`src/rtl/player_link_ctl.sv`:
```
// player_link_ctl: shares player position/level between two boards
// as a framed, checksummed 5-byte packet over a byte-wide UART.

module player_link_ctl #(
    parameter logic [7:0] SYNC_BYTE    = 8'hA5,
    parameter int         BYTE_TIMEOUT = 20000,
    parameter int         LINK_TIMEOUT = 8
) (
    input  logic        clk,
    input  logic        rst,
    input  logic        frame_tick,
    input  logic [10:0] x_local,
    input  logic [10:0] y_local,
    input  logic [1:0]  level_local,
    output logic [7:0]  tx_data,
    output logic        tx_valid,
    input  logic        tx_ready,
    input  logic [7:0]  rx_data,
    input  logic        rx_valid,
    output logic [10:0] x_remote,
    output logic [10:0] y_remote,
    output logic [1:0]  level_remote,
    output logic        remote_valid,
    output logic        chk_err
);

    localparam int TW = $clog2(BYTE_TIMEOUT + 1);
    localparam int LW = $clog2(LINK_TIMEOUT + 1);
    localparam logic [TW-1:0] TMO_LAST = TW'(BYTE_TIMEOUT - 1);
    localparam logic [LW-1:0] LINK_MAX = LW'(LINK_TIMEOUT);
    localparam logic [LW-1:0] LINK_PRE = LW'(LINK_TIMEOUT - 1);

    typedef enum logic {T_IDLE, T_SEND} tx_state_t;
    typedef enum logic [1:0] {R_SYNC, R_DATA, R_CHK} rx_state_t;

    tx_state_t   t_state, t_next;
    logic [2:0]  idx, idx_next;
    logic        pending, pending_next;
    logic        load;
    logic [7:0]  b1, b2, b3, b4;
    logic [7:0]  n1, n2, n3;

    rx_state_t   r_state, r_next;
    logic [1:0]  r_cnt;
    logic [7:0]  sh1, sh2, sh3;
    logic [TW-1:0] timer;
    logic        good, bad;
    logic [LW-1:0] link_cnt;

    // Packet bytes built from the live local state, captured on load.
    always_comb begin
        n1 = x_local[7:0];
        n2 = {y_local[4:0], x_local[10:8]};
        n3 = {level_local, y_local[10:5]};
    end

    // TX state register.
    always_ff @(posedge clk or negedge rst) begin
        if (!rst) begin
            t_state <= T_IDLE;
            idx     <= '0;
            pending <= 1'b0;
        end else begin
            t_state <= t_next;
            idx     <= idx_next;
            pending <= pending_next;
        end
    end

    // TX next state: a tick during a packet queues at most one more.
    always_comb begin
        t_next       = t_state;
        idx_next     = idx;
        pending_next = pending;
        load         = 1'b0;
        unique case (t_state)
            T_IDLE: begin
                if (frame_tick) begin
                    load     = 1'b1;
                    t_next   = T_SEND;
                    idx_next = '0;
                end
            end
            T_SEND: begin
                if (frame_tick)
                    pending_next = 1'b1;
                if (tx_ready) begin
                    if (idx == 3'd4) begin
                        if (pending || frame_tick) begin
                            load         = 1'b1;
                            idx_next     = '0;
                            pending_next = 1'b0;
                        end else begin
                            t_next = T_IDLE;
                        end
                    end else begin
                        idx_next = idx + 3'd1;
                    end
                end
            end
            default: t_next = T_IDLE;
        endcase
    end

    // Snapshot held for the whole packet so stalls see stable bytes.
    always_ff @(posedge clk or negedge rst) begin
        if (!rst) begin
            b1 <= '0;
            b2 <= '0;
            b3 <= '0;
            b4 <= '0;
        end else if (load) begin
            b1 <= n1;
            b2 <= n2;
            b3 <= n3;
            b4 <= n1 ^ n2 ^ n3;
        end
    end

    // Byte select; idle drives zero.
    always_comb begin
        tx_valid = (t_state == T_SEND);
        tx_data  = '0;
        if (t_state == T_SEND) begin
            unique case (idx)
                3'd0:    tx_data = SYNC_BYTE;
                3'd1:    tx_data = b1;
                3'd2:    tx_data = b2;
                3'd3:    tx_data = b3;
                default: tx_data = b4;
            endcase
        end
    end

    // RX state register.
    always_ff @(posedge clk or negedge rst) begin
        if (!rst)
            r_state <= R_SYNC;
        else
            r_state <= r_next;
    end

    // RX next state: hunt sync, gather three bytes, verify checksum.
    always_comb begin
        r_next = r_state;
        good   = 1'b0;
        bad    = 1'b0;
        unique case (r_state)
            R_SYNC: begin
                if (rx_valid && rx_data == SYNC_BYTE)
                    r_next = R_DATA;
            end
            R_DATA: begin
                if (rx_valid) begin
                    if (r_cnt == 2'd2)
                        r_next = R_CHK;
                end else if (timer == TMO_LAST) begin
                    r_next = R_SYNC;
                end
            end
            R_CHK: begin
                if (rx_valid) begin
                    r_next = R_SYNC;
                    if (rx_data == (sh1 ^ sh2 ^ sh3))
                        good = 1'b1;
                    else
                        bad = 1'b1;
                end else if (timer == TMO_LAST) begin
                    r_next = R_SYNC;
                end
            end
            default: r_next = R_SYNC;
        endcase
    end

    // Shadow buffer and inter-byte timer.
    always_ff @(posedge clk or negedge rst) begin
        if (!rst) begin
            r_cnt <= '0;
            sh1   <= '0;
            sh2   <= '0;
            sh3   <= '0;
            timer <= '0;
        end else begin
            if (r_state == R_SYNC || rx_valid)
                timer <= '0;
            else
                timer <= timer + TW'(1);
            if (r_state == R_SYNC) begin
                r_cnt <= '0;
            end else if (r_state == R_DATA && rx_valid) begin
                r_cnt <= r_cnt + 2'd1;
                unique case (r_cnt)
                    2'd0:    sh1 <= rx_data;
                    2'd1:    sh2 <= rx_data;
                    default: sh3 <= rx_data;
                endcase
            end
        end
    end

    // Remote registers update atomically on a good packet.
    always_ff @(posedge clk or negedge rst) begin
        if (!rst) begin
            x_remote     <= '0;
            y_remote     <= '0;
            level_remote <= '0;
            chk_err      <= 1'b0;
        end else begin
            chk_err <= bad;
            if (good) begin
                x_remote     <= {sh2[2:0], sh1};
                y_remote     <= {sh3[5:0], sh2[7:3]};
                level_remote <= sh3[7:6];
            end
        end
    end

    // Link watchdog; a good packet beats a simultaneous tick.
    always_ff @(posedge clk or negedge rst) begin
        if (!rst) begin
            link_cnt     <= '0;
            remote_valid <= 1'b0;
        end else if (good) begin
            link_cnt     <= '0;
            remote_valid <= 1'b1;
        end else if (frame_tick && link_cnt != LINK_MAX) begin
            link_cnt <= link_cnt + LW'(1);
            if (link_cnt == LINK_PRE)
                remote_valid <= 1'b0;
        end
    end

endmodule
```
`config.mk`:
```
export PLATFORM = sky130hd
export DESIGN_NAME = player_link_ctl
export DESIGN_NICKNAME = d
export VERILOG_FILES = /design/src/rtl/player_link_ctl.sv
export SDC_FILE = /design/constraint.sdc
export NUM_CORES = 1
export LEC_CHECK = 0
export BUFFER_PORTS_ARGS = -buffer_cell sky130_fd_sc_hd__buf_2
export CAP_MARGIN = 15
export CORE_MARGIN = 10
export CORE_UTILIZATION = 50
export DETAILED_ROUTE_END_ITERATION = 16
export GPL_TIMING_DRIVEN = 0
export PLACE_DENSITY_LB_ADDON = 0.3
export SYNTH_ARGS = -nofsm -noshare
export SYNTH_HDL_FRONTEND = slang
export SYNTH_SLANG_ARGS = --single-unit
```
`constraint.sdc`:
```
create_clock -name clk -period 3 [get_ports clk]
set_input_delay 0.3 -clock clk [delete_from_list [all_inputs] [get_ports clk]]
set_output_delay 0.3 -clock clk [all_outputs]
set_load 0.02 [all_outputs]
```
* Yosys cells after proc, flatten, opt, wreduce, memory -nomap -nowiden
Index checks and enable logic that the tools add are counted.
** Storage, ports and cells
- Register bits :: 110
- Bits in latches :: 0
- Memory bits (writable) :: 0
- Bits in read-only memories :: 0
- Bits of input ports :: 37
- Word-level logic and storage cells :: 105
- Memories :: 0
** Operators by class
- Add/subtract/negate cells :: 4
- Multipliers :: 0
- Div/mod/pow operators :: 0
- $lt $le $gt $ge :: 0
- Equality and inequality tests :: 18
- Shift operators :: 0
- Multiplexer cells :: 39
- Bitwise operators :: 7
- Reduce and logical (&&, ||, !) cells :: 18
** Operators with widths (number)
- $pmux 8 s4 :: 1
- $xor 8x8->8 :: 4
- $mux 1 :: 19
- $add 15x1->15 const B :: 1
- $eq 15x15->1 const B :: 1
- $mux 15 :: 1
- $mux 2 :: 7
- $mux 3 :: 4
- $reduce_and 3->1 :: 4
- $eq 8x8->1 :: 1
- $eq 8x8->1 const B :: 1
- $mux 4 :: 2
- $mux 8 :: 1
- $eq 3x2->1 const B :: 2
- $ne 2x2->1 const B :: 3
- $pmux 2 s3 :: 1
- $pmux 3 s2 :: 1
- $reduce_bool 2->1 :: 3
- $add 4x1->4 const B :: 1
- $eq 2x1->1 const B :: 2
- $eq 2x2->1 const B :: 2
- $eq 4x3->1 const B :: 1
- $logic_not 2->1 :: 2
- $ne 4x4->1 const B :: 1
- 13 further kinds :: 20

* Depth between registers and ports, before layout
Gate-level depths: netlist of the first run.
- Depth after elaboration :: 8
- Mapped depth :: 8

* Worst setup path before layout of the first run
No wires, ideal clock.
- Path type :: reg2out
- From :: register idx[0]
- To :: output port tx_data[1]
- Arrival :: 2.021 ns
- Data required time :: 2.700 ns
- Path slack :: 0.679 ns
- Stages on the path, launching flop included :: 8
- Path through :: dfrtp_1 -> inv_1 -> ha_1 -> clkbuf_1 -> or3_1 -> a21oi_2 -> nand2_1 -> a21boi_0
** On the way
- Longest elaborated chain between the ends :: 3
- Elaborated cells on any way between the ends :: 6
- Classes of those cells :: eq/ne: 3; mux: 2; reduce/logical: 1
** RTL lines
- start, declared :: RTL line 37 : logic [2:0] idx, idx_next;
- start signal, assigned :: RTL line 65 : idx <= idx_next;
- $eq 3x2->1 (tied with other cells) :: RTL line 125 : unique case (idx)
- $pmux 8 s4 * :: RTL line 125
- $mux 8 * :: RTL line 124 : if (t_state == T_SEND) begin
- end, declared :: RTL line 15 : output logic [7:0] tx_data,
Mark *: on every way between the ends. The rest lies on a longest branch, timed or not.

* Final worst setup path of the first run
- From :: register idx[0]
- To :: output port tx_data[4]
Same word-level chain as after synthesis.

==> reports/summary.txt, run 1 <==
Initial Utilization -> 50.76%
Hold Path Class -> input port to flip-flop
CTS buffer count -> 9
Synth unique cells -> 40
Psw -> 1517 uW
Antenna viol nets, final -> 0
Sequential Power Share -> 48.2%
CP Depth -> 7
Warnings, synthesis -> 0
R2r setup slk -> 710 ps
First-pass GRT wire length -> 18100 um
Final GP Congestion -> 0.8122
Average cell area after synthesis -> 10.98 um^2
Worst-path clk slew -> 100 ps
Share of layout cells above drive strength 1 -> 25.13%
Tcrit/Tclk final -> 91.01%
Startpoint Class -> flip-flop
Critical Path Fanout Max -> 9
TNS Setup -> 0 ps
Cell Rows -> 37
Port Buffers -> 70
Critical Path Sink -> tx_data[4]
Root buf cell -> clkbuf_8
Setup Buffers After CTS -> 0
Maxcap violations -> 0
Wire per inst -> 16.07 um
Finish-stage setup viols -> 0
Vias post-DR -> 3648
Worst Tran Pin Value -> 771.5 ps
Status -> complete, no violations
Most common cell after layout, fill and taps aside -> dfrtp_1
DRC viols -> 0
Crit. End Element -> primary output
Final wirelength -> 11140 um
# diodes -> 0
Post-DP HPWL -> 8039 um
Syn nets -> 519
Worst-path cell chain -> inv_1 -> ha_1 -> or3_1 -> a21oi_4 -> nand2_1 -> a21boi_0 -> buf_2
RR Startpoint -> idx[0]$_DFFE_PN0P_
Initial antenna violation count -> 0
Synth Register Bits -> 110
Top post-synthesis cells by area -> dfrtp_1 (53%), mux2_2 (9.6%), nand2_1 (7.2%)
Max incr delay on CP -> 430 ps
Longest Clk Path Bufs -> 2
Vias in the first global route -> 3738
CP top delay family -> simple AND/OR/NAND/NOR gates
Max-slew headroom -> 48.57%
Mapped cell area -> 0.005170 mm^2
Crit-path slowest cell -> or3_1
RR Endpoint -> b3[5]$_DFFE_PN0P_
Die footprint -> 0.01481 mm^2
Top Ports -> 72
Clk_lat worst skew -> 380 ps
Peak Freq -> 0.3663 GHz
First-pass DRT Iterations -> 7
Clock sink count -> 110
RSZ-0062 raised after global routing -> false
Die W -> 121.7 um
Critical Path AT -> 2430 ps
Clock power frac -> 20.4%
Sw Share -> 36.46%
Core Region -> 0.01018 mm^2
FF-to-FF path depth -> 7
Tmin final -> 2730 ps
Max Slew Vio Count -> 0
Leak Pwr -> 0.002897 uW
Area leader, netlist -> dfrtp_1
Critical path type -> flip-flop to primary output
Synthesis-to-layout area growth -> 14.35%
Worst vdd ir -> 0.4386 mV
Nets -> 600
Cell Int Power -> 2645 uW
Buffers and inverters on the worst path -> 2
Clk_skew -> 7.238 ps
Gr usage total -> 15.18%
Gr ovfl total -> 0
PwrDens -> 704.1 mW/mm^2
H-tree depth -> 3
Final hold vios -> 0
Cells after Synth -> 471
Area share of the leading cell type in the synthesized netlist -> 53.24%
Most frequent cells in the layout -> dfrtp_1 (110), nand2_1 (99), buf_2 (69)
CP startpoint -> idx[0]$_DFFE_PN0P_
Number of DRC markers in iteration 0 -> 350
Comb power frac -> 31.4%
Final WS setup -> 269.6 ps
DR vias/cell -> 5.264
Largest net degree at the start of global routing -> 62
Sequential fraction of the synthesis area -> 53.24%
CTS tree -> built
Height of the die -> 121.7 um
Data required, critical path -> 2700 ps
Dpl ws -> 490.2 ps
-- power by group through the flow --
stage	clock (uW)	sequential, uW	combinational [uW]
6_report	850	2010	1310
5_1_grt	932	2040	1480
4_1_cts	887	2000	1310
3_5_place_dp	0	2030	1300
3_3_place_gp	0	2010	1260
2_1_floorplan	0	1970	930
-- worst min-delay path by stage --
stage	from	to	slack (ps)	depth (start not counted)
detailed placement	rst	b3[7]$_DFFE_PN0P_	440	1
finish	y_local[0]	b2[3]$_DFFE_PN0P_	130	3
floorplan	rst	b1[0]$_DFFE_PN0P_	4	0
global placement	remote_valid$_DFFE_PN0P_	remote_valid$_DFFE_PN0P_	460	1
CTS	y_local[0]	b2[3]$_DFFE_PN0P_	120	3
global route	level_local[1]	b3[7]$_DFFE_PN0P_	130	3
-- stage by stage --
stage	hold WS [ps]	area (um^2)	utilization (%)	std cells	power (uW)
global route	127.6	5912	58.05	693	4454
CTS	115.7	5912	58.05	695	4198
finish	130.9	5912	58.05	693	4162
floorplan	4.409	5170	-	471	2897
detailed placement	436.4	5720	56.17	678	3329
global placement	456.6	5690	55.87	677	3272
-- synthesized netlist by cell type (all sizes together) --
master	n
or3	3
nor3	7
nand2	99
nand4	6
nor2b	7
a22o	4
clkbuf	14
nand3	8
o311ai	1
a221o	4
xnor2	36
nand4b	1
dfrtp	110
and3	1
o21a	1
mux2i	1
nor4bb	1
nor4b	1
o21ai	17
buf	3
nand2b	1
ha	11
and4	2
mux2	49
inv	11
a222oi	8
xor2	18
o211ai	2
o21bai	1
nand3b	2
a21oi	8
a21boi	4
a21o	2
nor2	26
a41oi	1
-- worst register-to-register path: stages (launching register included) --
cell and delay, ps:
dfrtp_1 430, inv_1 140, ha_1 370, nand3_1 180
a21oi_1 460, clkbuf_1 470, nand2_1 110, nand2_1 80
-- state kept, by name, indices dropped and copies added (netlist names), 8 cells and up --
| register | count |
|---|---|
| sh3 | 8 |
| x_remote | 11 |
| b2 | 8 |
| timer | 15 |
| sh2 | 8 |
| b3 | 8 |
| b4 | 8 |
| sh1 | 8 |
| b1 | 8 |
| y_remote | 11 |
-- kinds of logic after synthesis --
logic type / Yosys count / share of synthesized area, %
xor+xnor: 54 / 9.148
simple gates: 165 / 13.96
mux: 50 / 11.23
fa+ha+maj: 11 / 2.662
flops: 110 / 53.24
buf+inv: 28 / 2.468
compound gates: 53 / 7.285
-- timing repair --
item / CTS / global route
endpoints found under the hold margin: 5 / 0
resized for setup: 0 / 1
setup endpoints to repair: 0 / 8
hold buffers: 1 / 0
-- layout make-up --
| class | instances | area (um^2) |
|---|---|---|
| plain buffers | 15 | 78.83 |
| clock buffers | 10 | 127.6 |
| clock inverters | 6 | 53.80 |
| fillers | 893 | 4273 |
| inverters | 11 | 41.29 |
| multi-input cells | 333 | 2297 |
| flip-flops and latches | 110 | 2753 |
| well taps | 136 | 170.2 |
| repair buffers | 72 | 390.4 |
-- layer usage --
layer | vias up | track usage [%] | wire, um
li1 | 1764 | - | -
met1 | 1789 | 17.96 | 4770
met2 | 84 | 25.54 | 5548
met3 | 11 | 4.857 | 686
met4 | 0 | 5.216 | 133
met5 | - | 0 | 0
Power figures use the tool's default switching activity.
==> inputs of run 2 (changes only) <==
--- a/config.mk
+++ b/config.mk
@@ -11,7 +11,7 @@
 export CORE_UTILIZATION = 50
 export DETAILED_ROUTE_END_ITERATION = 16
 export GPL_TIMING_DRIVEN = 0
-export PLACE_DENSITY_LB_ADDON = 0.3
+export PLACE_DENSITY = 0.67
 export SYNTH_ARGS = -nofsm -noshare
 export SYNTH_HDL_FRONTEND = slang
 export SYNTH_SLANG_ARGS = --single-unit
==> run 2 against run 1 <==
Global-route usage increased by 0.70 points. Die area unchanged. Worst hold slack worse by 4.4 ps. Worst setup slack got worse by 67 ps. Register-to-register slack about the same. Final cell count is 0.14% lower. Largest cell class unchanged.
==> reports/summary.txt, run 2 (synthesis gave the netlist of run 1 again) <==
Register area -> 0.002753 mm^2 (unchanged)
Worst vdd ir -> 0.5395 mV (+23%)
Critical Path AT -> 2500 ps (+70 ps)
Maxcap violations -> 0 (unchanged)
Final WS setup -> 202.3 ps (-67.29 ps)
Cell Rows -> 37 (unchanged)
DR vias/cell -> 5.272 (+0.14%)
First-pass GRT wire length -> 18820 um (+4.0%)
Biggest register -> timer
Data required, critical path -> 2700 ps (about the same)
Worst-path clk slew -> 100 ps (about the same)
Worst Tran Pin Value -> 624.7 ps (-146.8 ps)
Hold path start -> y_local[8]
# diodes -> 0 (unchanged)
Max FFs per register -> 15 (unchanged)
Final GP Congestion -> 0.8113 (-0.11%)
CTS tree -> built
Hold Path Sink -> b3[3]$_DFFE_PN0P_
Core Region -> 0.01018 mm^2 (unchanged)
Share of layout cells above drive strength 1 -> 25.18% (+0.045 points)
RR Endpoint -> b2[3]$_DFFE_PN0P_
Final hold vios -> 0 (unchanged)
R2r setup slk -> 700 ps (about the same)
Root buf cell -> clkbuf_8
Startpoint Class -> flip-flop
Max incr delay on CP -> 440 ps (about the same)
Longest Clk Path Bufs -> 2 (unchanged)
Dpl ws -> 450.1 ps (-40.09 ps)
FF-to-FF path depth -> 7 (unchanged)
Leak Pwr -> 0.002905 uW (+0.25%)
Largest regs -> timer: 15 flops, x_remote: 11 flops, y_remote: 11 flops
CTS buffer count -> 9 (unchanged)
Number of DRC markers in iteration 0 -> 286 (-18%)
Crit. End Element -> primary output
Nets -> 600 (unchanged)
Wire per inst -> 16.25 um (+1.1%)
Port Buffers -> 70 (unchanged)
Setup Buffers After CTS -> 0 (unchanged)
Die W -> 121.7 um (unchanged)
First-pass DRT Iterations -> 7 (unchanged)
Gr usage total -> 15.88% (+0.70 points)
Gr ovfl total -> 0 (unchanged)
Initial antenna violation count -> 1 (+1)
Finish-stage setup viols -> 0 (unchanged)
Clk_skew -> 10.04 ps (+2.807 ps)
Initial Utilization -> 50.76% (unchanged)
Synthesis-to-layout area growth -> 14.57%
Top Ports -> 72 (unchanged)
Fillers -> 913 (+2.2%)
Post-DP HPWL -> 8246 um (+2.6%)
Critical path type -> flip-flop to primary output
RR Startpoint -> idx[0]$_DFFE_PN0P_
RSZ-0062 raised after global routing -> false
Vias post-DR -> 3648 (unchanged)
Most common cell after layout, fill and taps aside -> dfrtp_1
Peak Freq -> 0.3574 GHz (-2.4%)
Final wirelength -> 11240 um (+0.93%)
Antenna viol nets, final -> 0 (unchanged)
Tcrit/Tclk final -> 93.26% (+2.2 points)
Hold Path Class -> input port to flip-flop
Max Slew Vio Count -> 0 (unchanged)
Die footprint -> 0.01481 mm^2 (unchanged)
Worst-path cell chain -> inv_1 -> ha_1 -> or3_1 -> a21oi_4 -> nand2_1 -> a21boi_0 -> buf_2
Most frequent cells in the layout -> dfrtp_1 (110), nand2_1 (99), buf_2 (69)
Clock sink count -> 110 (unchanged)
PwrDens -> 710.9 mW/mm^2 (+0.97%)
Largest net degree at the start of global routing -> 64 (+3.2%)
H-tree depth -> 3 (unchanged)
Clk_lat worst skew -> 390 ps (about the same)
WHS Path Cells -> 3 (unchanged)
TNS Setup -> 0 ps (unchanged)
DRC viols -> 0 (unchanged)
Status -> complete, no violations
Height of the die -> 121.7 um (unchanged)
Vias in the first global route -> 3773 (+0.94%)
Max-slew headroom -> 58.36% (+9.8 points)
Tmin final -> 2798 ps (+67.29 ps)
Multi-input combinational cell area -> 0.002297 mm^2 (unchanged)
Critical Path Fanout Max -> 9 (unchanged)
Crit-path slowest cell -> or3_1
## run 2: changes by cell type in the layout (fill, tap and decap cells not counted), sizes merged
cell,delta
clkbuf,-1
clkinv,-1
bufinv,+1
## run 2: final cells by class
cell class                 instances  share of cell area (%)
multi-input combinational        333                   38.78
timing repair buffer              72                   6.591
clock buffer                       9                   2.091
inverter                          11                  0.6971
sequential                       110                   46.47
tap                              136                   2.873
buffer                            15                   1.331
clock inverter                     6                   1.162
## run 2: through the flow
stage | std cells | utilization (%) | total power, uW | hold WS (ps) | cell area, um^2
after floorplan | 471 | - | 2897 | 4.409 | 5170
after global placement | 677 | 55.87 | 3274 | 456.9 | 5690
after detailed placement | 678 | 56.17 | 3327 | 364.7 | 5720
after CTS | 694 | 58.16 | 4246 | 109.2 | 5923
after global routing | 692 | 58.16 | 4515 | 109.4 | 5923
final | 692 | 58.16 | 4211 | 126.6 | 5923
## run 2: how the worst max path moves through the flow
| stage | from | cells past startpoint | endpoint | slack, ps |
|---|---|---|---|---|
| 2_1_floorplan | idx[0]$_DFFE_PN0P_ | 7 | tx_data[1] | 680 |
| 3_3_place_gp | rst | 1 | y_remote[8]$_DFFE_PN0N_ | 350 |
| 3_5_place_dp | idx[0]$_DFFE_PN0P_ | 8 | tx_data[6] | 450 |
| 4_1_cts | idx[0]$_DFFE_PN0P_ | 8 | tx_data[6] | 10 |
| 5_1_grt | idx[0]$_DFFE_PN0P_ | 7 | tx_data[6] | 30 |
| 6_report | idx[0]$_DFFE_PN0P_ | 7 | tx_data[6] | 200 |
## run 2: where the power goes
part	internal, uW	total (uW)	switching (uW)
logic	543	1300	759
registers	1790	2010	220
clock network	389	904	514
## run 2: worst max-delay path: cells and delay by family, from the launching register on
family / cells / cell delay, ps
buffers and inverters: 2 / 320
AND/OR/NAND/NOR: 2 / 540
flip-flops: 1 / 410
AO/OA/AOI/OAI: 2 / 520
adder cells (fa/ha/maj): 1 / 330
## run 2: repair_timing
item	4_1_cts	5_1_grt
hold endpoints to repair	47	0
endpoints found under the setup margin	0	8
hold buffers	1	0
gates resized for setup	0	1
## run 2: per-layer routing
metal | global-route usage [%] | routed length [um]
met1 | 19.62 | 5001
met2 | 25.24 | 5326
met3 | 5.412 | 724
met4 | 6.036 | 183
met5 | 0 | 7
==> inputs of run 3 (changes only) <==
--- a/config.mk
+++ b/config.mk
@@ -7,6 +7,7 @@
 export LEC_CHECK = 0
 export BUFFER_PORTS_ARGS = -buffer_cell sky130_fd_sc_hd__buf_2
 export CAP_MARGIN = 15
+export CORE_ASPECT_RATIO = 2
 export CORE_MARGIN = 10
 export CORE_UTILIZATION = 50
 export DETAILED_ROUTE_END_ITERATION = 16
==> constraint.sdc (replaced) <==
create_clock -name clk -period 3 [get_ports clk]
set_input_delay 0.3 -clock clk [delete_from_list [all_inputs] [get_ports clk]]
set_output_delay 0.3 -clock clk [all_outputs]
set_load 0.005 [all_outputs]
==> run 3 against run 2 <==
Combinational power is 8% lower. Sequential share of layout area is 0.89 points lower. Non-clock buffer count is 2 higher. Total power is 4.3% higher. Worst setup slack worse by 36 ps. Final cell count is 0.29% higher. Critical path depth is 1 higher. Utilization is 1.3 points higher. Critical path type unchanged.
==> reports/summary.txt, run 3 (synthesis gave the netlist of run 1 again) <==
Final core utilization -> 59.49% (+1.3 points)
CTS buffer count -> 9 (unchanged)
Total power -> 4393 uW (+4.3%)
RSZ-0062 raised after global routing -> false
Critical Path AT -> 2530 ps (+30 ps)
First-pass DRT Iterations -> 4 (-3)
TNS Setup -> 0 ps (unchanged)
Worst-path clk slew -> 70 ps (-30 ps)
Port Buffers -> 70 (unchanged)
Setup Buffers After CTS -> 0 (unchanged)
DRC viols -> 0 (unchanged)
Critical path type -> flip-flop to primary output
Cell Int Power -> 2955 uW (+8.8%)
Gr usage total -> 15.55% (-0.33 points)
Tmin final -> 2834 ps (+35.86 ps)
Share of layout cells above drive strength 1 -> 25.22% (+0.044 points)
PwrDens -> 727.5 mW/mm^2 (+2.3%)
Top Ports -> 72 (unchanged)
Max FFs per register -> 15 (unchanged)
Largest net degree at the start of global routing -> 72 (+13%)
Critical Path Fanout Max -> 9 (unchanged)
Vias in the first global route -> 3872 (+2.6%)
Wire per inst -> 16.38 um (+0.84%)
Status -> complete, no violations
RR Startpoint -> idx[0]$_DFFE_PN0P_
Hold Path Class -> input port to flip-flop
Initial antenna violation count -> 0 (-1)
Antenna viol nets, final -> 0 (unchanged)
Data required, critical path -> 2700 ps (about the same)
Comb power frac -> 27.1% (-3.8 points)
CTS tree -> built
Peak Freq -> 0.3529 GHz (-1.3%)
Final hold vios -> 0 (unchanged)
Tcrit/Tclk final -> 94.45% (+1.2 points)
Crit. End Element -> primary output
Multi-input combinational cell area -> 0.002297 mm^2 (unchanged)
Sw Share -> 32.73% (-2.8 points)
Root buf cell -> clkbuf_16
Finish-stage setup viols -> 0 (unchanged)
Psw -> 1438 uW (-3.8%)
Longest Clk Path Bufs -> 2 (unchanged)
Cell Rows -> 52 (+41%)
First-pass GRT wire length -> 18810 um (about the same)
Die W -> 91.90 um (-24%)
Clock sink count -> 110 (unchanged)
Die footprint -> 0.01505 mm^2 (+1.7%)
Gr ovfl total -> 0 (unchanged)
Maxcap violations -> 0 (unchanged)
Fillers -> 907 (-0.66%)
CP startpoint -> idx[0]$_DFFE_PN0P_
Synthesis-to-layout area growth -> 16.80%
Initial Utilization -> 50.94% (+0.18 points)
Core Region -> 0.01015 mm^2 (-0.34%)
Final GP Congestion -> 0.8606 (+6.1%)
Vias post-DR -> 3670 (+0.60%)
# diodes -> 0 (unchanged)
DR vias/cell -> 5.288 (+0.31%)
Final wirelength -> 11370 um (+1.1%)
Worst vdd ir -> 0.3447 mV (-36%)
Worst Tran Pin Value -> 562.8 ps (-61.86 ps)
Largest regs -> timer: 15 flops, x_remote: 11 flops, y_remote: 11 flops
Height of the die -> 163.8 um (+35%)
Hold path start -> y_local[9]
Startpoint Class -> flip-flop
Biggest register -> timer
Nets -> 602 (+0.33%)
Clock power frac -> 27.1% (+5.6 points)
Number of DRC markers in iteration 0 -> 213 (-26%)
Clk_skew -> 7.752 ps (-2.293 ps)
Max Slew Vio Count -> 0 (unchanged)
H-tree depth -> 3 (unchanged)
Leak Pwr -> 0.002961 uW (+1.9%)
Register area -> 0.002753 mm^2 (unchanged)
Sequential Power Share -> 45.8% (-1.8 points)
Clk_lat worst skew -> 350 ps (-40 ps)
Max-slew headroom -> 62.48% (+4.1 points)
Most frequent cells in the layout -> dfrtp_1 (110), nand2_1 (99), buf_2 (69)
Post-DP HPWL -> 8694 um (+5.4%)
Most common cell after layout, fill and taps aside -> dfrtp_1
## run 3: path summary, 6_finish.rpt
path	end	slack, ps	cells past startpoint
hold / removal	b3[4]$_DFFE_PN0P_	160	3
setup reg to reg	b2[2]$_DFFE_PN0P_	550	8
hold reg to reg	remote_valid$_DFFE_PN0P_	480	1
max in group asynchronous	b3[6]$_DFFE_PN0P_	1800	3
setup / recovery	tx_data[4]	170	8
min in group asynchronous	b3[7]$_DFFE_PN0P_	470	2
## run 3: critical path, cell delays in order, from the launching register on
cell and delay (ps):
dfrtp_1 400, inv_1 100, ha_1 200, clkbuf_1 210, or3_1 440, a21oi_4 310
nand2_1 100, a21boi_0 250, buf_2 170
## run 3: power by group through the flow
stage | clock [uW] | sequential [uW] | combinational, uW
after floorplan | 0 | 1970 | 809
after global placement | 0 | 2020 | 1150
after detailed placement | 0 | 2040 | 1190
after CTS | 1230 | 2010 | 1200
after global routing | 1280 | 2050 | 1360
final | 1190 | 2010 | 1190
## run 3: layout make-up
class,instances,share of cell area [%]
inverters,11,0.6838
clock buffers,11,4.186
repair buffers,72,6.465
plain buffers,17,1.430
flip-flops and latches,110,45.59
multi-input cells,333,38.04
clock inverters,5,0.8081
well taps,135,2.797
## run 3: routing by layer
metal | global-route usage [%] | part of all wire (%)
met1 | 15.99 | 39
met2 | 28.45 | 55
met3 | 3.749 | 4.3
met4 | 7.616 | 2.4
met5 | 0 | 0
## run 3: timing repair
| item | 4_1_cts | 5_1_grt |
|---|---|---|
| hold endpoints to repair | 39 | 0 |
| resized for setup | 0 | 1 |
| hold buffers | 1 | 0 |
| setup endpoints to repair | 0 | 1 |
## run 3: per-stage QoR
stage	setup WS [ps]	area [um^2]	hold WS, ps	std cells
floorplan	994.8	5170	4.409	471
global placement	371.1	5689	457.8	676
detailed placement	479.0	5719	313.4	677
CTS	96.64	6031	149.7	694
global route	57.21	6038	151.5	694
finish	166.5	6038	162.3	694
